[src/rtl/ibuf_bank_resp.sv]
// ibuf_bank_resp: banked input pixel buffer.
//
// The buffer has POY banks. Each bank holds ROWS*COLS pixels.
// The loader fills it over a valid/ready stream. The order is column
// fastest, then bank, then row. The last beat of a block raises
// blkend for one cycle, and from then on reads are legal.
// The data router reads it with a fixed two-cycle latency.
// blk_release hands the block back: the buffer drains its read pipeline
// and then accepts a new fill.
//
// Ports:
//   clk, rst_n     clock and asynchronous active-low reset
//   wr_valid/wr_ready/wr_data   loader pixel stream
//   blkend         one-cycle pulse when the block is fully loaded
//   blk_release    one-cycle pulse: block consumed, start refill
//   rpsel          read mode: 00 RR all banks, 01 BR one bank,
//                  10 RP single pixel to lane 0, 11 NE no read
//   bank/row/col   read address (only the low log2(COLS) bits of col are used)
//   rd_valid       result present this cycle
//   rd_lane_vld    per-lane valid mask
//   rd_data        lane i at bits [i*DW +: DW]
//   rd_err         illegal-read flag
//
// Optional feature macro: IBUF_RDERR_EN
//   When it is defined, rd_err is a sticky flag. It is set by any illegal read.
//   When it is not defined, rd_err is tied to 0 and illegal reads are dropped silently.
module ibuf_bank_resp #(
  parameter int DW   = 8,
  parameter int POY  = 3,
  parameter int ROWS = 4,
  parameter int COLS = 16
) (
  input  logic              clk,
  input  logic              rst_n,
  input  logic              wr_valid,
  output logic              wr_ready,
  input  logic [DW-1:0]     wr_data,
  output logic              blkend,
  input  logic              blk_release,
  input  logic [1:0]        rpsel,
  input  logic [1:0]        bank,
  input  logic [1:0]        row,
  input  logic [27:0]       col,
  output logic              rd_valid,
  output logic [POY-1:0]    rd_lane_vld,
  output logic [POY*DW-1:0] rd_data,
  output logic              rd_err
);

  localparam int CW    = $clog2(COLS);
  localparam int RW    = (ROWS > 1) ? $clog2(ROWS) : 1;
  localparam int BW    = (POY > 1) ? $clog2(POY) : 1;
  localparam int AW    = RW + CW;
  localparam int DEPTH = ROWS * COLS;

  localparam logic [1:0] MODE_RR = 2'b00;
  localparam logic [1:0] MODE_BR = 2'b01;
  localparam logic [1:0] MODE_RP = 2'b10;
  localparam logic [1:0] MODE_NE = 2'b11;

  typedef enum logic [1:0] {FILL, LOADED, DRAIN} state_t;

  state_t        state, state_next;
  logic [CW-1:0] wc, wc_next;
  logic [BW-1:0] wb, wb_next;
  logic [RW-1:0] wrow, wrow_next;
  logic          drain_cnt, drain_cnt_next;
  logic          wr_fire, last_beat;

  logic [DW-1:0] mem [POY][DEPTH];

  // Only the low column bits address a row. The upper bits are don't-care.
  logic unused_col_bits;
  assign unused_col_bits = &{1'b0, col[27:CW]};

  // Fill counters and block state machine.
  always_comb begin
    state_next     = state;
    wc_next        = wc;
    wb_next        = wb;
    wrow_next      = wrow;
    drain_cnt_next = drain_cnt;
    wr_ready       = 1'b0;
    wr_fire        = 1'b0;
    last_beat      = 1'b0;
    case (state)
      FILL: begin
        wr_ready = 1'b1;
        if (wr_valid) begin
          wr_fire = 1'b1;
          if (wc == CW'(COLS - 1)) begin
            wc_next = '0;
            if (wb == BW'(POY - 1)) begin
              wb_next = '0;
              if (wrow == RW'(ROWS - 1)) begin
                wrow_next  = '0;
                last_beat  = 1'b1;
                state_next = LOADED;
              end else begin
                wrow_next = wrow + 1'b1;
              end
            end else begin
              wb_next = wb + 1'b1;
            end
          end else begin
            wc_next = wc + 1'b1;
          end
        end
      end
      LOADED: begin
        if (blk_release) begin
          state_next     = DRAIN;
          drain_cnt_next = 1'b0;
        end
      end
      DRAIN: begin
        // Hold for two cycles, so that a read accepted in the
        // release cycle completes before refill writes start.
        if (drain_cnt) begin
          state_next     = FILL;
          drain_cnt_next = 1'b0;
        end else begin
          drain_cnt_next = 1'b1;
        end
      end
      default: state_next = FILL;
    endcase
  end

  always_ff @(posedge clk or negedge rst_n) begin
    if (!rst_n) begin
      state     <= FILL;
      wc        <= '0;
      wb        <= '0;
      wrow      <= '0;
      drain_cnt <= 1'b0;
      blkend    <= 1'b0;
    end else begin
      state     <= state_next;
      wc        <= wc_next;
      wb        <= wb_next;
      wrow      <= wrow_next;
      drain_cnt <= drain_cnt_next;
      blkend    <= last_beat;
    end
  end

  // Pixel storage. Its contents are intentionally not reset.
  always_ff @(posedge clk) begin
    if (wr_fire) begin
      mem[wb][{wrow, wc}] <= wr_data;
    end
  end

  // Read request legality is judged against the state at the sampling edge.
  // A read in the same cycle as the final fill beat therefore sees FILL.
  logic rd_req, bank_ok, rd_legal;
  assign rd_req   = (rpsel != MODE_NE);
  assign bank_ok  = (rpsel == MODE_RR) || ({30'd0, bank} < 32'(POY));
  assign rd_legal = rd_req && (state == LOADED) && bank_ok;

  // Stage 1: capture the request.
  logic          s1_valid;
  logic [1:0]    s1_mode;
  logic [BW-1:0] s1_bank;
  logic [AW-1:0] s1_addr;

  always_ff @(posedge clk or negedge rst_n) begin
    if (!rst_n) begin
      s1_valid <= 1'b0;
      s1_mode  <= MODE_NE;
      s1_bank  <= '0;
      s1_addr  <= '0;
    end else begin
      s1_valid <= rd_legal;
      if (rd_legal) begin
        s1_mode <= rpsel;
        s1_bank <= bank[BW-1:0];
        s1_addr <= {row[RW-1:0], col[CW-1:0]};
      end
    end
  end

  // Stage 2: read the banks into the lane output registers.
  logic [POY-1:0] lane_mask;
  always_comb begin
    lane_mask = '0;
    case (s1_mode)
      MODE_RR: lane_mask = '1;
      MODE_BR: lane_mask = {1'b1, {(POY-1){1'b0}}};
      MODE_RP: lane_mask = POY'(1);
      default: lane_mask = '0;
    endcase
  end

  always_ff @(posedge clk or negedge rst_n) begin
    if (!rst_n) begin
      rd_valid    <= 1'b0;
      rd_lane_vld <= '0;
    end else begin
      rd_valid    <= s1_valid;
      rd_lane_vld <= s1_valid ? lane_mask : '0;
    end
  end

  // Each lane register updates only when its lane is targeted.
  // Untouched lanes keep their previous value.
  genvar gi;
  generate
    for (gi = 0; gi < POY; gi++) begin : g_lane
      logic [DW-1:0] lane_q;
      logic          lane_rr, lane_sel;
      assign lane_rr  = (s1_mode == MODE_RR);
      assign lane_sel = ((gi == POY - 1) && (s1_mode == MODE_BR)) ||
                        ((gi == 0) && (s1_mode == MODE_RP));
      always_ff @(posedge clk or negedge rst_n) begin
        if (!rst_n) begin
          lane_q <= '0;
        end else if (s1_valid) begin
          if (lane_rr) begin
            lane_q <= mem[gi][s1_addr];
          end else if (lane_sel) begin
            lane_q <= mem[s1_bank][s1_addr];
          end
        end
      end
      assign rd_data[gi*DW +: DW] = lane_q;
    end
  endgenerate

`ifdef IBUF_RDERR_EN
  always_ff @(posedge clk or negedge rst_n) begin
    if (!rst_n) begin
      rd_err <= 1'b0;
    end else if (rd_req && !rd_legal) begin
      rd_err <= 1'b1;
    end
  end
`else
  assign rd_err = 1'b0;
`endif

endmodule
[config.mk]
export PLATFORM = sky130hd
export DESIGN_NAME = ibuf_bank_resp
export DESIGN_NICKNAME = d
export VERILOG_FILES = /design/src/rtl/ibuf_bank_resp.sv
export SDC_FILE = /design/constraint.sdc
export NUM_CORES = 2
export LEC_CHECK = 0
export CAP_MARGIN = 5
export CORE_MARGIN = 3
export CORE_UTILIZATION = 47
export CTS_CLUSTER_SIZE = 8
export DETAILED_ROUTE_END_ITERATION = 10
export HOLD_SLACK_MARGIN = 0.12
export PLACE_DENSITY = 0.58
export SLEW_MARGIN = 15
export SYNTH_ARGS = -nofsm -noshare
export SYNTH_HDL_FRONTEND = slang
export SYNTH_SLANG_ARGS = --single-unit
[constraint.sdc]
create_clock -name clk -period 3.85 [get_ports clk]
set_clock_uncertainty 0.05 [all_clocks]
set_input_delay 1.155 -clock clk [delete_from_list [all_inputs] [get_ports clk]]
set_output_delay 1.155 -clock clk [all_outputs]
set_load 0.01 [all_outputs]
**Word level (Yosys, flattened, before mapping)**

Memory sizes are Yosys's and may differ from the RTL's.
Index checks and enable logic that the tools add are counted.

- Add/sub/neg operators: 3
- $lt $le $gt $ge: 4
- Equal/unequal tests: 14
- Muxes and demuxes: 43
- Bitwise operators: 2
- Reductions and logical operators: 18

Operators with widths:

| operator | count |
|---|---|
| 512-bit 2-to-1 mux | 1 |
| 8-bit binary-select mux with 6-bit select | 4 |
| 8-bit 2-to-1 mux | 13 |
| 8-bit demux with 6-bit select | 1 |
| 2-bit 2-to-1 mux | 8 |
| 7-bit greater-or-equal comparator, second input constant | 2 |
| 2-bit inequality test, second input constant | 7 |
| 6-bit inverter with 7-bit output | 2 |
| 1-bit 2-to-1 mux | 11 |
| 2-bit AND reduction | 5 |
| 3-bit one-hot mux with 3 select lines | 1 |
| 2-bit equality test, second input constant | 4 |
| 7-bit by 1-bit < comparator with 1-bit output, second input constant | 1 |
| 2-bit logical NOT | 3 |
| 2-bit one-hot mux with 3 select lines | 1 |
| 6-bit AND reduction | 1 |
| 2-bit nonzero test | 3 |
| 2-bit by 1-bit adder with 2-bit output, second input constant | 2 |
| 4-bit by 1-bit adder with 4-bit output, second input constant | 1 |
| 2-bit by 1-bit equality test with 1-bit output, second input constant | 2 |
| 4-bit equality test, second input constant | 1 |
| 4-bit 2-to-1 mux | 1 |
| 4-bit AND reduction | 1 |
| 1-bit logical AND | 3 |
| other kinds (5) | 5 |

- Register bits: 51
- Bits in writable memories: 1,536
- Input bits: 46
- Output and inout bits: 31
- Logic and storage cells: 100
- Memories: 1

Memory list:

| name | words | width | rd ports | clocked after Yosys merged registers in | wr ports | RTL line | text |
|---|---|---|---|---|---|---|---|
| mem | 3 | 512 | 4 | 0 | 1 | 70 | `logic [DW-1:0] mem [POY][DEPTH];` |

**Logic depth before layout (Yosys ltp)**

- Depth after elaboration: 6
- Depth in mapped cells: 14
- Gate-level depth less buffers: 7

**Least setup slack after synthesis**

No wires, ideal clock.

- Path kind: register to register
- Start point: register s1_addr[1]
- End point: register g_lane[1].lane_q[0]
- Library setup time: 125 ps
- Arrival: 2,621 ps
- Data required time: 3,675 ps
- Path slack: 1,054 ps
- Cell stages (with the launch flop): 8
- Path buffers: 3
- Clock period less this slack: 2,796 ps
- Cell sequence: dfrtp_1 -> buf_2 -> clkbuf_1 -> buf_1 -> mux4_2 -> mux4_2 -> mux4_2 -> mux2_2

- Cells in the longest elaborated chain, start to end: 4

Ends and longest elaborated chain:

| item | RTL line | text |
|---|---|---|
| from (decl) | 166 | `logic [AW-1:0] s1_addr;` |
| from (signal assigned) | 179 | `s1_addr <= {row[RW-1:0], col[CW-1:0]};` |
| 6-bit inverter with 7-bit output (not written as such) | 221 | `lane_q <= mem[gi][s1_addr];` |
| 8-bit binary-select mux with 6-bit select | 221 |  |
| 8-bit 2-to-1 mux (not written as such) (2 in a row) | 221 |  |
| to (signal assigned) | 221 |  |
| to (signal assigned) | 223 | `lane_q <= mem[s1_bank][s1_addr];` |
| to (decl) | 211 | `logic [DW-1:0] lane_q;` |

Every way passes these cells. The select of a mux whose other input is x is not followed.
A chain may end at the register's enable or synchronous reset.

**Final worst setup path**

- Start point: register s1_addr[0]
- End point: register g_lane[0].lane_q[6]

- Cells in the longest elaborated chain, start to end: 6
- Elaborated cells on any way between the ends: 9
- Classes of those cells: mux (8); bitwise (1)

Ends and longest elaborated chain:

| item | RTL line | text |
|---|---|---|
| 6-bit inverter with 7-bit output (not written as such) * | 221, 223 |  |
| 8-bit binary-select mux with 6-bit select | 223 |  |
| 8-bit 2-to-1 mux (not written as such) (2 in a row) | 223 |  |
| 8-bit 2-to-1 mux | 222 | `end else if (lane_sel) begin` |
| 8-bit 2-to-1 mux * | 220 | `if (lane_rr) begin` |
| to (signal assigned) | 221 |  |
| to (signal assigned) | 223 |  |
| to (decl) | 211 |  |

Mark *: on every way between the ends. The rest lies on a longest branch, timed or not. The select of a mux whose other input is x is not followed.

==> flow_metrics.env <==
export IMPL_status="finished, violations left"
export IMPL_violations="setup timing"
export IMPL_synthTopCellsByArea="edfxtp_1, mux4_2, nor2_1, dfrtp_1, mux2i_1"
export IMPL_grt_pass1_vias=54480
export IMPL_maxCapViolCount=0
export IMPL_synth_async_reset_ratio=0.02430
export IMPL_seqCellArea_sq_um=62800
export IMPL_wl_um=335300
export IMPL_crit_top_cell="buf_4"
export IMPL_finalNetCount=5399
export IMPL_h_tree_depth=5
export IMPL_dp_cells=7674
export IMPL_synth_edff_count=2048
export IMPL_crit_chain="buf_12 > nand2b_1 > buf_4 > nor2_1 > a221oi_1 > nor3_1 > a41oi_1 > buf_4 > a32o_1 > a31oi_1"
export IMPL_critPathSlowestCell="nor3_1"
export IMPL_grt_ovfl_total=0
export IMPL_setup_tns_ps=-24.71
export IMPL_fin_area_sq_um=111000
export IMPL_path_class="reg2reg"
export IMPL_drive_above_1_share=0.3950
export IMPL_fmax_mhz=258.1
export IMPL_grt_first_pass_wirelength_um=460100
export IMPL_vdd_ir_drop_max_uv=385.3
export IMPL_slew_headroom=0.1388
export IMPL_grt_usage=0.3297
export IMPL_grt_max_degree=117
export IMPL_synthFlopType="edfxtp_1"
export IMPL_rows=163
export IMPL_die_area_sq_um=204600
export IMPL_ys_warn_count=0
export IMPL_antenna_violating_nets_post_route=0
export IMPL_multi_input_comb_area_sq_um=28980
export IMPL_hold_viol_final=0
export IMPL_synth_seq_area_share=0.6705
export IMPL_numCtsBuffers=312
export IMPL_cts_tree="built"
export IMPL_syn_area_per_cell_sq_um=20.47
export IMPL_crit_arrival_ps=4670
export IMPL_worstPathMaxFanout=10
export IMPL_antenna_found_initial=24
export IMPL_syn_inst=4574
export IMPL_root_buffer="clkbuf_16"
export IMPL_power_mw=65.33
export IMPL_io_pins=77
export IMPL_synth_top_cell_area_share=0.6569
export IMPL_avgViaCountPerCell=6.799
export IMPL_vias=55122
export IMPL_setup_slack_ps=-24.71
export IMPL_min_path_type="in2async"
export IMPL_fin_crit_sh=1.006
export IMPL_die_w_um=452.3
export IMPL_worstPathRequired_ps=4650
export IMPL_synth_seq_cells=2099
export IMPL_clkTransAtPathRegs_ps=50
export IMPL_tightest_slew_ps=1278
export IMPL_first_pass_iters=6
export IMPL_slew_viol_final=0
export IMPL_numPortBuffers=51
export IMPL_period_minus_slack_ps=3875
export IMPL_yosys_area_top_type="edfxtp_1"
export IMPL_cp_end_kind="flop"
export IMPL_setup_viol=1
export IMPL_n_fill_cell=14905
export IMPL_final_common_cell="edfxtp_1"
export IMPL_hold_ws_ps=208.6
export IMPL_r2r_cells=10
export IMPL_cts_path_max_buffers=4
export IMPL_drc=0
export IMPL_area_delta_synth_final_pct=18.61
export IMPL_power_density_nw_per_um2=588.3
export IMPL_core_area_sq_um=197600
export IMPL_fin_cells=8107
export IMPL_placed_area_sq_um=102600
export IMPL_critical_path_max_stage_delay_ps=620
export IMPL_critPathLaunchType="flop"
export IMPL_start_util=0.4738
export IMPL_clock_latency_ps=940
export IMPL_wl_per_cell_um=41.36
export IMPL_pre_cts_ws_ps=164.0
export IMPL_rrSetupSlack_ps=-20
export IMPL_timing_rr_end="g_lane[0].lane_q[6]"
export IMPL_ys_types=62
export IMPL_p_leak_nw=36.34
export IMPL_most_common_layout_cells="edfxtp_1, mux4_2, buf_4"
export IMPL_r2r_start="s1_addr[0]"
export IMPL_dpl_hpwl_um=238700
export IMPL_place_congestion=0.9854
export IMPL_rsz0062_at_grt="false"
export IMPL_cts_sinks=2099
export IMPL_fin_util=0.5619
export IMPL_synth_nets=4625
export IMPL_drt_initial_drc_count=8729
export IMPL_syn_cell_area_sq_um=93620
export IMPL_die_y_um=452.3
[registers in the layout, indices dropped and copies added (netlist names), 2 cells and up]
| name | cells |
|---|---|
| wrow | 2 |
| mem | 2048 |
| wc | 4 |
| wb | 2 |
| rd_lane_vld | 3 |
| s1_addr | 6 |
| s1_mode | 2 |
| state | 2 |
| g_lane.lane_q | 24 |
| s1_bank | 2 |
[power breakdown]
part | total (mW) | leakage [nW] | internal, mW | switching [mW]
Combinational | 15.4 | 13.3 | 6.61 | 8.75
Sequential | 25.8 | 19.0 | 25.4 | 0.328
Clock | 24.2 | 4.05 | 14.8 | 9.43
Total | 65.3 | 36.3 | 46.8 | 18.5
[critical path: cells and delay by family, from the launching register on]
family	cells	cell delay, ps
simple gates	3	1490
compound gates	4	820
buf+inv	3	800
flops	1	600
[kinds of logic after synthesis]
| family | synth area share |
|---|---|
| multiplexers | 0.2530 |
| flip-flops | 0.6705 |
| other | 0.00004005 |
| adder cells (fa/ha/maj) | 0.0006682 |
| AND/OR/NAND/NOR | 0.02710 |
| buffers and inverters | 0.02117 |
| XOR/XNOR | 0.00009356 |
| AO/OA/AOI/OAI | 0.02741 |
[final cells by class]
type                            count  area share
Clock inverter                      5   0.0004169
Timing Repair Buffer              813     0.06763
Inverter                           11   0.0004620
Multi-Input combinational cell   2111      0.2610
Tap cell                         2640     0.02975
Sequential cell                  2099      0.5655
Clock buffer                      414     0.07491
Antenna cell                       14   0.0003155
[cell usage after synthesis, types with 5 or more instances]
master        n
a22o_1       21
a31oi_1      27
mux2i_1     113
o21ai_0      39
and3_1        7
nand2_1     164
mux2_2       37
nor2_1      330
nand3_1      21
a211oi_1     25
and2_1       13
edfxtp_1   2048
a22oi_1      54
nor3_1       12
buf_6        25
dfrtp_1      49
buf_2       101
nand2b_1     14
a221oi_1     17
nor3b_1       5
a2111oi_0     7
a211o_1      14
o22ai_1      62
ha_1          5
nor2b_1      15
mux4_2      983
o221ai_1     15
buf_4        80
a21oi_1      43
clkbuf_1    127
inv_1        10
buf_1        19
nor4_1        8
or2_2         7
[timing repair]
item / CTS / global route
hold buffers: 0 / 0
hold endpoints to repair: 0 / 0
endpoints found under the setup margin: 1 / 0
buffers inserted: 0 / 0
resized for setup: 1 / 0
[metal layers]
layer  up-vias  routed length (um)  GRT usage
met5         -                  67          0
met4        12               17930     0.1511
met3       658               40530     0.1001
met2      3850              151700     0.4878
met1     29440              125100     0.4530
li1      21162                   -          -
[worst max-delay path by stage]
stage                          start                  end
final                     s1_addr[0]  g_lane[0].lane_q[6]
after global routing      s1_addr[0]  g_lane[2].lane_q[4]
after CTS                 s1_addr[0]  g_lane[0].lane_q[6]
after detailed placement    wr_valid           mem[1][88]
after global placement      wr_valid           mem[1][88]
after floorplan           s1_addr[1]  g_lane[1].lane_q[0]
Power figures use the tool's default switching activity.
